===== src/rtl/filter_output_bram.sv =====
// ---------------------------------------------------------------------------
// filter_output_bram
//
// Captures a fixed-length burst of FIR filter outputs into a block RAM.
// Each accepted sample is rounded and shifted down to OUT_WIDTH bits, clamped
// to the signed output range, and written at the next free address. A
// separate synchronous read port lets software fetch the stored samples at
// any time.
//
// Parameters
//   IN_WIDTH   signed width of the incoming filter accumulator
//   OUT_WIDTH  signed width of each stored sample
//   SHIFT      right shift applied after rounding (0 .. IN_WIDTH-1)
//   OUT_DEPTH  memory depth
//   OUT_LEN    samples per capture (1 .. OUT_DEPTH)
//   LEN        address / counter width
//
// Ports
//   i_clk        clock
//   i_rst        synchronous active-high reset (memory contents kept)
//   i_start      arm a capture from IDLE or DONE (ignored while capturing)
//   i_clear      abort / restart: back to IDLE, counters and flags zeroed
//   i_fir_valid  i_fir_dat holds a valid filter output this cycle
//   i_fir_dat    signed filter output
//   i_rd_en      readback request
//   i_rd_addr    readback address
//   o_rd_data    readback data, one cycle after i_rd_en (0 when out of range)
//   o_rd_valid   i_rd_en delayed by one cycle
//   o_busy       capture in progress
//   o_cap_comp   capture complete, held until start/clear/reset
//   o_sat        sticky: a stored sample of this capture was clamped
//   o_ovf        sticky: a sample arrived after the capture was full
//   o_count      samples written in the current capture
// ---------------------------------------------------------------------------
module filter_output_bram #(
  parameter int IN_WIDTH  = 32,
  parameter int OUT_WIDTH = 16,
  parameter int SHIFT     = 15,
  parameter int OUT_DEPTH = 101,
  parameter int OUT_LEN   = 100,
  parameter int LEN       = $clog2(OUT_DEPTH)
) (
  input  logic                 i_clk,
  input  logic                 i_rst,
  input  logic                 i_start,
  input  logic                 i_clear,
  input  logic                 i_fir_valid,
  input  logic [IN_WIDTH-1:0]  i_fir_dat,
  input  logic                 i_rd_en,
  input  logic [LEN-1:0]       i_rd_addr,
  output logic [OUT_WIDTH-1:0] o_rd_data,
  output logic                 o_rd_valid,
  output logic                 o_busy,
  output logic                 o_cap_comp,
  output logic                 o_sat,
  output logic                 o_ovf,
  output logic [LEN-1:0]       o_count
);

  // One extra bit of headroom so the rounding add can never wrap.
  localparam int XW = IN_WIDTH + 1;
  localparam logic        [XW-1:0] ONE_X   = XW'(1);
  localparam logic signed [XW-1:0] ROUND_C = (ONE_X << SHIFT) >> 1;
  localparam logic signed [XW-1:0] SAT_MAX = (ONE_X << (OUT_WIDTH - 1)) - ONE_X;
  localparam logic signed [XW-1:0] SAT_MIN = XW'(0) - (ONE_X << (OUT_WIDTH - 1));
  localparam logic [LEN-1:0] CAP_LEN  = LEN'(OUT_LEN);
  localparam logic [LEN-1:0] LAST_IDX = LEN'(OUT_LEN - 1);

  typedef enum logic [1:0] {IDLE, CAPTURE, DONE} state_t;

  state_t state_q, state_d;

  logic                  s1_valid_q;
  logic [OUT_WIDTH-1:0]  s1_data_q;
  logic                  s1_sat_q;
  logic [LEN-1:0]        count_q;
  logic                  sat_q;
  logic                  ovf_q;
  logic                  cap_comp_q;

  logic signed [XW-1:0]  ext_x;
  logic signed [XW-1:0]  rounded_x;
  logic signed [XW-1:0]  shifted_x;
  logic [OUT_WIDTH-1:0]  conv_dat;
  logic                  conv_sat;

  logic start_ok;
  logic accept;
  logic wr_en;
  logic drop;
  logic last_wr;

  logic [OUT_WIDTH-1:0] mem [0:OUT_DEPTH-1];
  logic [OUT_WIDTH-1:0] rd_raw_q;
  logic                 rd_zero_q;
  logic                 rd_valid_q;

  // Round-half-up, arithmetic shift, then clamp to the signed output range.
  always_comb begin
    ext_x     = $signed({i_fir_dat[IN_WIDTH-1], i_fir_dat});
    rounded_x = ext_x + ROUND_C;
    shifted_x = rounded_x >>> SHIFT;
    conv_sat  = 1'b0;
    conv_dat  = shifted_x[OUT_WIDTH-1:0];
    if (shifted_x > SAT_MAX) begin
      conv_dat = SAT_MAX[OUT_WIDTH-1:0];
      conv_sat = 1'b1;
    end else if (shifted_x < SAT_MIN) begin
      conv_dat = SAT_MIN[OUT_WIDTH-1:0];
      conv_sat = 1'b1;
    end
  end

  // Pipeline control. A held stage-1 sample is only written while there is
  // room left in the capture; anything beyond that is dropped and flagged.
  always_comb begin
    start_ok = i_start && (state_q != CAPTURE);
    accept   = i_fir_valid && (state_q == CAPTURE);
    wr_en    = s1_valid_q && !i_clear && (count_q < CAP_LEN);
    drop     = s1_valid_q && !i_clear && !(count_q < CAP_LEN);
    last_wr  = wr_en && (count_q == LAST_IDX);
  end

  // State register.
  always_ff @(posedge i_clk) begin
    if (i_rst) begin
      state_q <= IDLE;
    end else begin
      state_q <= state_d;
    end
  end

  // Next-state logic; clear wins over everything else.
  always_comb begin
    state_d = state_q;
    if (i_clear) begin
      state_d = IDLE;
    end else begin
      case (state_q)
        IDLE:    if (i_start) state_d = CAPTURE;
        CAPTURE: if (last_wr) state_d = DONE;
        DONE:    if (i_start) state_d = CAPTURE;
        default: state_d = IDLE;
      endcase
    end
  end

  // Stage-1 payload; qualified by s1_valid_q so it needs no reset.
  always_ff @(posedge i_clk) begin
    if (accept) begin
      s1_data_q <= conv_dat;
      s1_sat_q  <= conv_sat;
    end
  end

  // Counters and sticky status. The completion flag follows DONE by one
  // cycle so it rises the cycle after the final write has landed.
  always_ff @(posedge i_clk) begin
    if (i_rst || i_clear) begin
      s1_valid_q <= 1'b0;
      count_q    <= '0;
      sat_q      <= 1'b0;
      ovf_q      <= 1'b0;
      cap_comp_q <= 1'b0;
    end else begin
      s1_valid_q <= accept;
      if (start_ok) begin
        count_q    <= '0;
        sat_q      <= 1'b0;
        ovf_q      <= 1'b0;
        cap_comp_q <= 1'b0;
      end else begin
        if (wr_en) begin
          count_q <= count_q + 1'b1;
        end
        if (wr_en && s1_sat_q) begin
          sat_q <= 1'b1;
        end
        if (drop || ((state_q == DONE) && i_fir_valid)) begin
          ovf_q <= 1'b1;
        end
        if (state_q == DONE) begin
          cap_comp_q <= 1'b1;
        end
      end
    end
  end

  // Write port: plain BRAM write, contents survive reset.
  always_ff @(posedge i_clk) begin
    if (wr_en) begin
      mem[count_q] <= s1_data_q;
    end
  end

  // Read port: registered read with enable, no reset, so it maps to BRAM.
  always_ff @(posedge i_clk) begin
    if (i_rd_en) begin
      rd_raw_q <= mem[i_rd_addr];
    end
  end

  // Read qualifiers: out-of-range addresses and reset force the data to 0.
  always_ff @(posedge i_clk) begin
    if (i_rst) begin
      rd_valid_q <= 1'b0;
      rd_zero_q  <= 1'b1;
    end else begin
      rd_valid_q <= i_rd_en;
      if (i_rd_en) begin
        rd_zero_q <= (i_rd_addr >= CAP_LEN);
      end
    end
  end

  assign o_rd_data  = rd_zero_q ? '0 : rd_raw_q;
  assign o_rd_valid = rd_valid_q;
  assign o_busy     = (state_q == CAPTURE);
  assign o_cap_comp = cap_comp_q;
  assign o_sat      = sat_q;
  assign o_ovf      = ovf_q;
  assign o_count    = count_q;

endmodule

===== config.mk =====
export PLATFORM = sky130hd
export DESIGN_NAME = filter_output_bram
export DESIGN_NICKNAME = d
export VERILOG_FILES = /design/src/rtl/filter_output_bram.sv
export SDC_FILE = /design/constraint.sdc
export NUM_CORES = 1
export LEC_CHECK = 0
export ABC_CLOCK_PERIOD_IN_PS = 2980
export CORE_ASPECT_RATIO = 0.6
export CORE_MARGIN = 1
export CORE_UTILIZATION = 56
export DETAILED_ROUTE_END_ITERATION = 8
export PLACE_DENSITY = 0.82
export SLEW_MARGIN = 20
export SYNTH_ARGS = -nofsm -noshare
export SYNTH_HDL_FRONTEND = slang
export SYNTH_SLANG_ARGS = --single-unit

===== constraint.sdc =====
create_clock -name i_clk -period 2.98 [get_ports i_clk]
set_input_delay 0.596 -clock i_clk [delete_from_list [all_inputs] [get_ports i_clk]]
set_output_delay 0.596 -clock i_clk [all_outputs]
set_load 0.05 [all_outputs]

## Word level (Yosys, flattened, before mapping)

Memories as Yosys holds them, arrays and structs flattened. A register that Yosys moved wholly into a read port is not among the register bits.
Cells that the tools add are included.

- Register bits: 32
- Memory bits (writable): 1616
- Input port bits: 45
- Output and inout bits: 28
- Logic and storage cells: 48
- Memories kept: 1

- Add/subtract/negate cells: 2
- Magnitude comparators: 4
- Eq/ne operators: 6
- Muxes and demuxes: 8
- Reduce and logical (&&, ||, !) cells: 17

Memories:

| name | depth | width | rd ports | clocked after Yosys merged registers in | write ports | line | source |
|---|---|---|---|---|---|---|---|
| mem | 101 | 16 | 1 | 1 | 1 | 93 | `logic [OUT_WIDTH-1:0] mem [0:OUT_DEPTH-1];` |

Operators by type and width:

| cell | count |
|---|---|
| 32-bit by 16-bit adder with 33-bit output (second input constant) | 1 |
| 16-bit 2-to-1 mux | 2 |
| 18-bit by 16-bit greater-than comparator with 1-bit output (second input constant) | 1 |
| 18-bit by 16-bit < comparator with 1-bit output (second input constant) | 1 |
| 1-bit logical AND | 8 |
| 7-bit by 1-bit adder with 7-bit output (second input constant) | 1 |
| 7-bit equality test (second input constant) | 1 |
| 7-bit greater-or-equal comparator (second input constant) | 1 |
| 7-bit < comparator (second input constant) | 1 |
| 2-bit by 1-bit inequality test with 1-bit output (second input constant) | 3 |
| 2-bit OR reduction | 3 |
| 2-bit 2-to-1 mux | 2 |
| 2-bit case mux with 2 select lines | 1 |
| 1-bit 2-to-1 mux | 3 |
| 2-bit by 1-bit equality test with 1-bit output (second input constant) | 1 |
| 2-bit equality test (second input constant) | 1 |
| 1-bit logical NOT | 2 |
| 2-bit logical NOT | 1 |
| 1-bit logical OR | 2 |
| 2-bit AND reduction | 1 |

## Longest topological paths before layout

- Depth after elaboration: 6
- Depth in mapped cells: 11
- Depth with buffers taken out: 7

## Worst setup path after synthesis

No wires, ideal clock.

- Path type: register -> register
- Start point: reg count_q[3], in the netlist o_count[3]
- End point: mem mem[72][0] (enable)
- Setup time: 0.389 ns
- Arrival time: 2.645 ns
- Path slack: -0.054 ns
- Cell stages (with the launch flop): 9
- Path buffers: 3
- Period minus slack after synthesis: 3.034 ns
- Cells stage by stage: dfxtp_1 > clkbuf_1 > o311a_1 > nor2b_1 > buf_2 > nor2b_1 > nand2_1 > clkbuf_1 > nor2_1

- Word-level cells in the longest chain between the ends: 4

Ends and longest elaborated chain:

| what | line | source |
|---|---|---|
| from (decl) | 76 | `logic [LEN-1:0] count_q;` |
| from (signal assigned) | 174 | `count_q <= count_q + 1'b1;` |
| 7-bit < comparator | 119 | `wr_en = s1_valid_q && !i_clear && (count_q < CAP_LEN);` |
| 1-bit logical AND | 119 |  |
| 1-bit 2-to-1 mux | 191 | `if (wr_en) begin` |
| 1-bit 2-to-1 mux (not written as such) | 192 | `mem[count_q] <= s1_data_q;` |
| to (decl) | 93 |  |

Parallel ways exist; a longest one is shown, timed or not.

==> reports/metrics.csv <==
metric,value,unit
hold path startpoint,i_fir_valid,
clk sinks,1664,
final setup fails,0,
crit end category,flip-flop,
TritonCTS clock tree,done,
clk_lat worst skew,0.76,ns
crit path time final,2.97,ns
vias,36010,
Pwr per Cell Area,611,nW/µm²
Synth Warn #,0,
fin crit share,99.7,%
total gr overflow,0,
via density per instance,6.96,
Root Buffer,clkbuf_16,
# DRC,0,
Clock Skews,0.0277,ns
row count,95,
CP Depth,11,
final slew viol count,0,
post-DP HPWL,107000,µm
largest delay contributor family on the critical path,compound AO/OA/AOI/OAI gates,
Crit path top cell by count,buf_4,
post_cts resized,1,
Max Clk Rate,337,MHz
Post-Syn Area,64100,µm²
number of flops mapped to enable cells by yosys,1649,
clock buffer depth,3,
I/O pin count,73,
Power Total,0.0458,W
Placer Congestion,0.973,
vias in the first global route,35179,
R2R depth,8,
Startpoint Class,primary input,
WL/cell,35.2,µm
leakage,24.4,nW
layout cell share with drive strength beyond 1,26.3,%
Crit Path Class,primary input to flip-flop,
crit-path max cell delay,0.77,ns
Post-CTS Setup Inserts,0,
initial antenna violation count,12,
number of max-cap violations,0,
largest net degree at the start of global routing,102,
CP required,3.46,ns
setup TNS,0,ns
die height,264,µm
ys async rst share,0,%
CP Buf/Inv Count,5,
slowest cell on the critical path,a21oi_1,
"setup slack, reg-to-reg",0.02,ns
worst path cell trace,"buf_8, buf_12, buf_4, buf_4, mux2i_1, o221ai_1, a21oi_1, a21oi_1, buf_4, a22oi_1, a31oi_1",
die span in x,439,µm
initial drt markers,6325,
crit path DAT,3.45,ns
Slew headroom,27.7,%
final hold violation count,0,
die area,116000,µm²
global-route wire length before repair,257000,µm
worst slew pin tran,1.08,ns
Seq cells post-synth,1664,
nets@finish,3612,
maximum VDD drop,0.000483,V
prevailing post-synth register cell,edfxtp_1,
H-tree depth,4,
routed wire length,182000,µm
hold buffer count at cts,0,
min-delay worst type,primary input to flip-flop,
Core ar.,113000,µm²
Layout area overhead,17.0,%
register area share after synthesis,77.7,%
port bufs,58,
r2r endpoint,rd_raw_q[1]$_DFFE_PP_,
WHS Endpoint,s1_valid_q$_SDFF_PP0_,
Cell variety after synth,55,
Post-Synthesis Cells,3088,
syn avg cell area,20.8,µm²
largest fanout on the critical path,22,
global-route usage over all layers,31.7,%
outcome,"complete, no violations",
Pre-antenna DRT Iters,7,
RSZ-0062 raised after global routing,no,
clock slew seen by the registers of the worst setup and hold paths,0.07,ns
worst reg2reg startpoint,mem[43][1]$_DFFE_PP_,
initial core utilization,56.9,%
hold path depth,2,
TritonCTS buffer count,135,
DRT antenna net count,0,
[placed cells by master, fill, tap and decap left out, types with 6 or more instances in the layout]
cell type	netlist	layout
a2111oi_0	34	33
a211oi_1	24	24
a21oi_1	72	72
a22o_1	39	39
a22oi_1	53	53
a31oi_1	15	15
buf_12	0	143
buf_4	28	303
bufinv_16	0	8
clkbuf_1	81	26
clkbuf_16	0	141
clkdlybuf4s50_1	0	52
clkinv_1	1	25
clkinv_2	0	31
conb_1	1	16
dfxtp_1	15	14
edfxtp_1	1649	1649
inv_1	7	7
mux2_2	19	19
mux2i_1	216	216
mux4_2	292	292
nand2_1	66	66
nand2b_1	6	6
nand3_1	23	23
nor2_1	129	127
nor2b_1	31	28
nor3_1	10	10
o21ai_0	33	33
o221ai_1	34	34
o22ai_1	62	62
xnor2_1	7	7
xor2_1	11	11
[logic make-up after synthesis]
logic type,Yosys count,synth area share (%)
AO/OA/AOI/OAI,395,4.34
XOR/XNOR,18,0.246
adder cells (fa/ha/maj),2,0.0390
buffers and inverters,187,1.60
flip-flops,1664,77.7
multiplexers,527,14.0
other,1,0.00585
AND/OR/NAND/NOR,294,2.06
[final cells by class]
type / instances / area (µm²)
tap: 1503 / 1880
sequential: 1664 / 49800
multi-input combinational: 1252 / 13300
timing repair buffer: 504 / 5720
fill: 6538 / 37700
inverter: 8 / 30.0
clock inverter: 70 / 541
antenna: 4 / 10.0
clock buffer: 168 / 3640
[flip-flops by register name (all words and copies together) (netlist names)]
signal,flops
mem,1616
o_rd_valid,1
s1_data_q,16
o_cap_comp,1
s1_sat_q,1
o_count,7
o_sat,1
rd_raw_q,16
s1_valid_q,1
state_q,2
rd_zero_q,1
o_ovf,1
[through the flow]
step / std cells / util [%] / hold slack [ns] / setup WS (ns) / area, µm²
global route: 5169 / 66.5 / 0.511 / 0.0325 / 75000
CTS: 5169 / 66.5 / 0.451 / 0.0113 / 75000
detailed placement: 4931 / 62.8 / 0.476 / -0.624 / 70800
finish: 5173 / 66.5 / 0.497 / 0.00930 / 75000
global placement: 4931 / 62.8 / 0.454 / -0.850 / 70800
floorplan: 3103 / - / 0.450 / -0.0538 / 64100
[worst max path at each step]
| stage | to | startpoint |
|---|---|---|
| global placement | rd_raw_q[1]$_DFFE_PP_ | i_rd_addr[0] |
| global route | rd_raw_q[1]$_DFFE_PP_ | mem[43][1]$_DFFE_PP_ |
| floorplan | mem[72][0]$_DFFE_PP_ | o_count[3]$_SDFFE_PP0P_ |
| CTS | o_rd_data[10] | rd_zero_q$_SDFFE_PP1P_ |
| finish | rd_raw_q[2]$_DFFE_PP_ | i_rd_addr[0] |
| detailed placement | rd_raw_q[1]$_DFFE_PP_ | i_rd_addr[0] |
[worst register-to-register path, delay by kind of cell, from the launching register on]
kind,cells,cell delay [ns]
compound gates,5,1.40
flops,1,0.40
buf+inv,2,0.41
mux,1,0.49
[power by group]
group | internal (W) | total, W | switching (W)
clock network | 0.00937 | 0.0176 | 0.00824
logic | 0.00105 | 0.00263 | 0.00158
registers | 0.0255 | 0.0256 | 0.0000401
[routing by layer]
layer	part of all wire (%)	global-route usage, %	routed length (µm)	vias up
li1	-	-	-	13825
met1	34	43.4	61900	18310
met2	45	46.5	81300	3391
met3	18	12.8	32600	476
met4	3.6	10.5	6580	8
met5	0.028	0	51	-
[synth_stat cells (19+ instances only)]
cell type	number	area (µm²)
o221ai_1	34	298
a21oi_1	72	360
a211oi_1	24	180
o22ai_1	62	388
a22o_1	39	342
clkbuf_1	81	304
a22oi_1	53	398
buf_4	28	210
nand2_1	66	248
nor2_1	129	484
edfxtp_1	1649	49500
a2111oi_0	34	298
buf_2	36	180
mux2i_1	216	2160
o21ai_0	33	165
nor2b_1	31	194
nand3_1	23	115
mux2_2	19	214
buf_6	23	259
mux4_2	292	6580
Note: power is estimated with default switching activity, not from simulation.
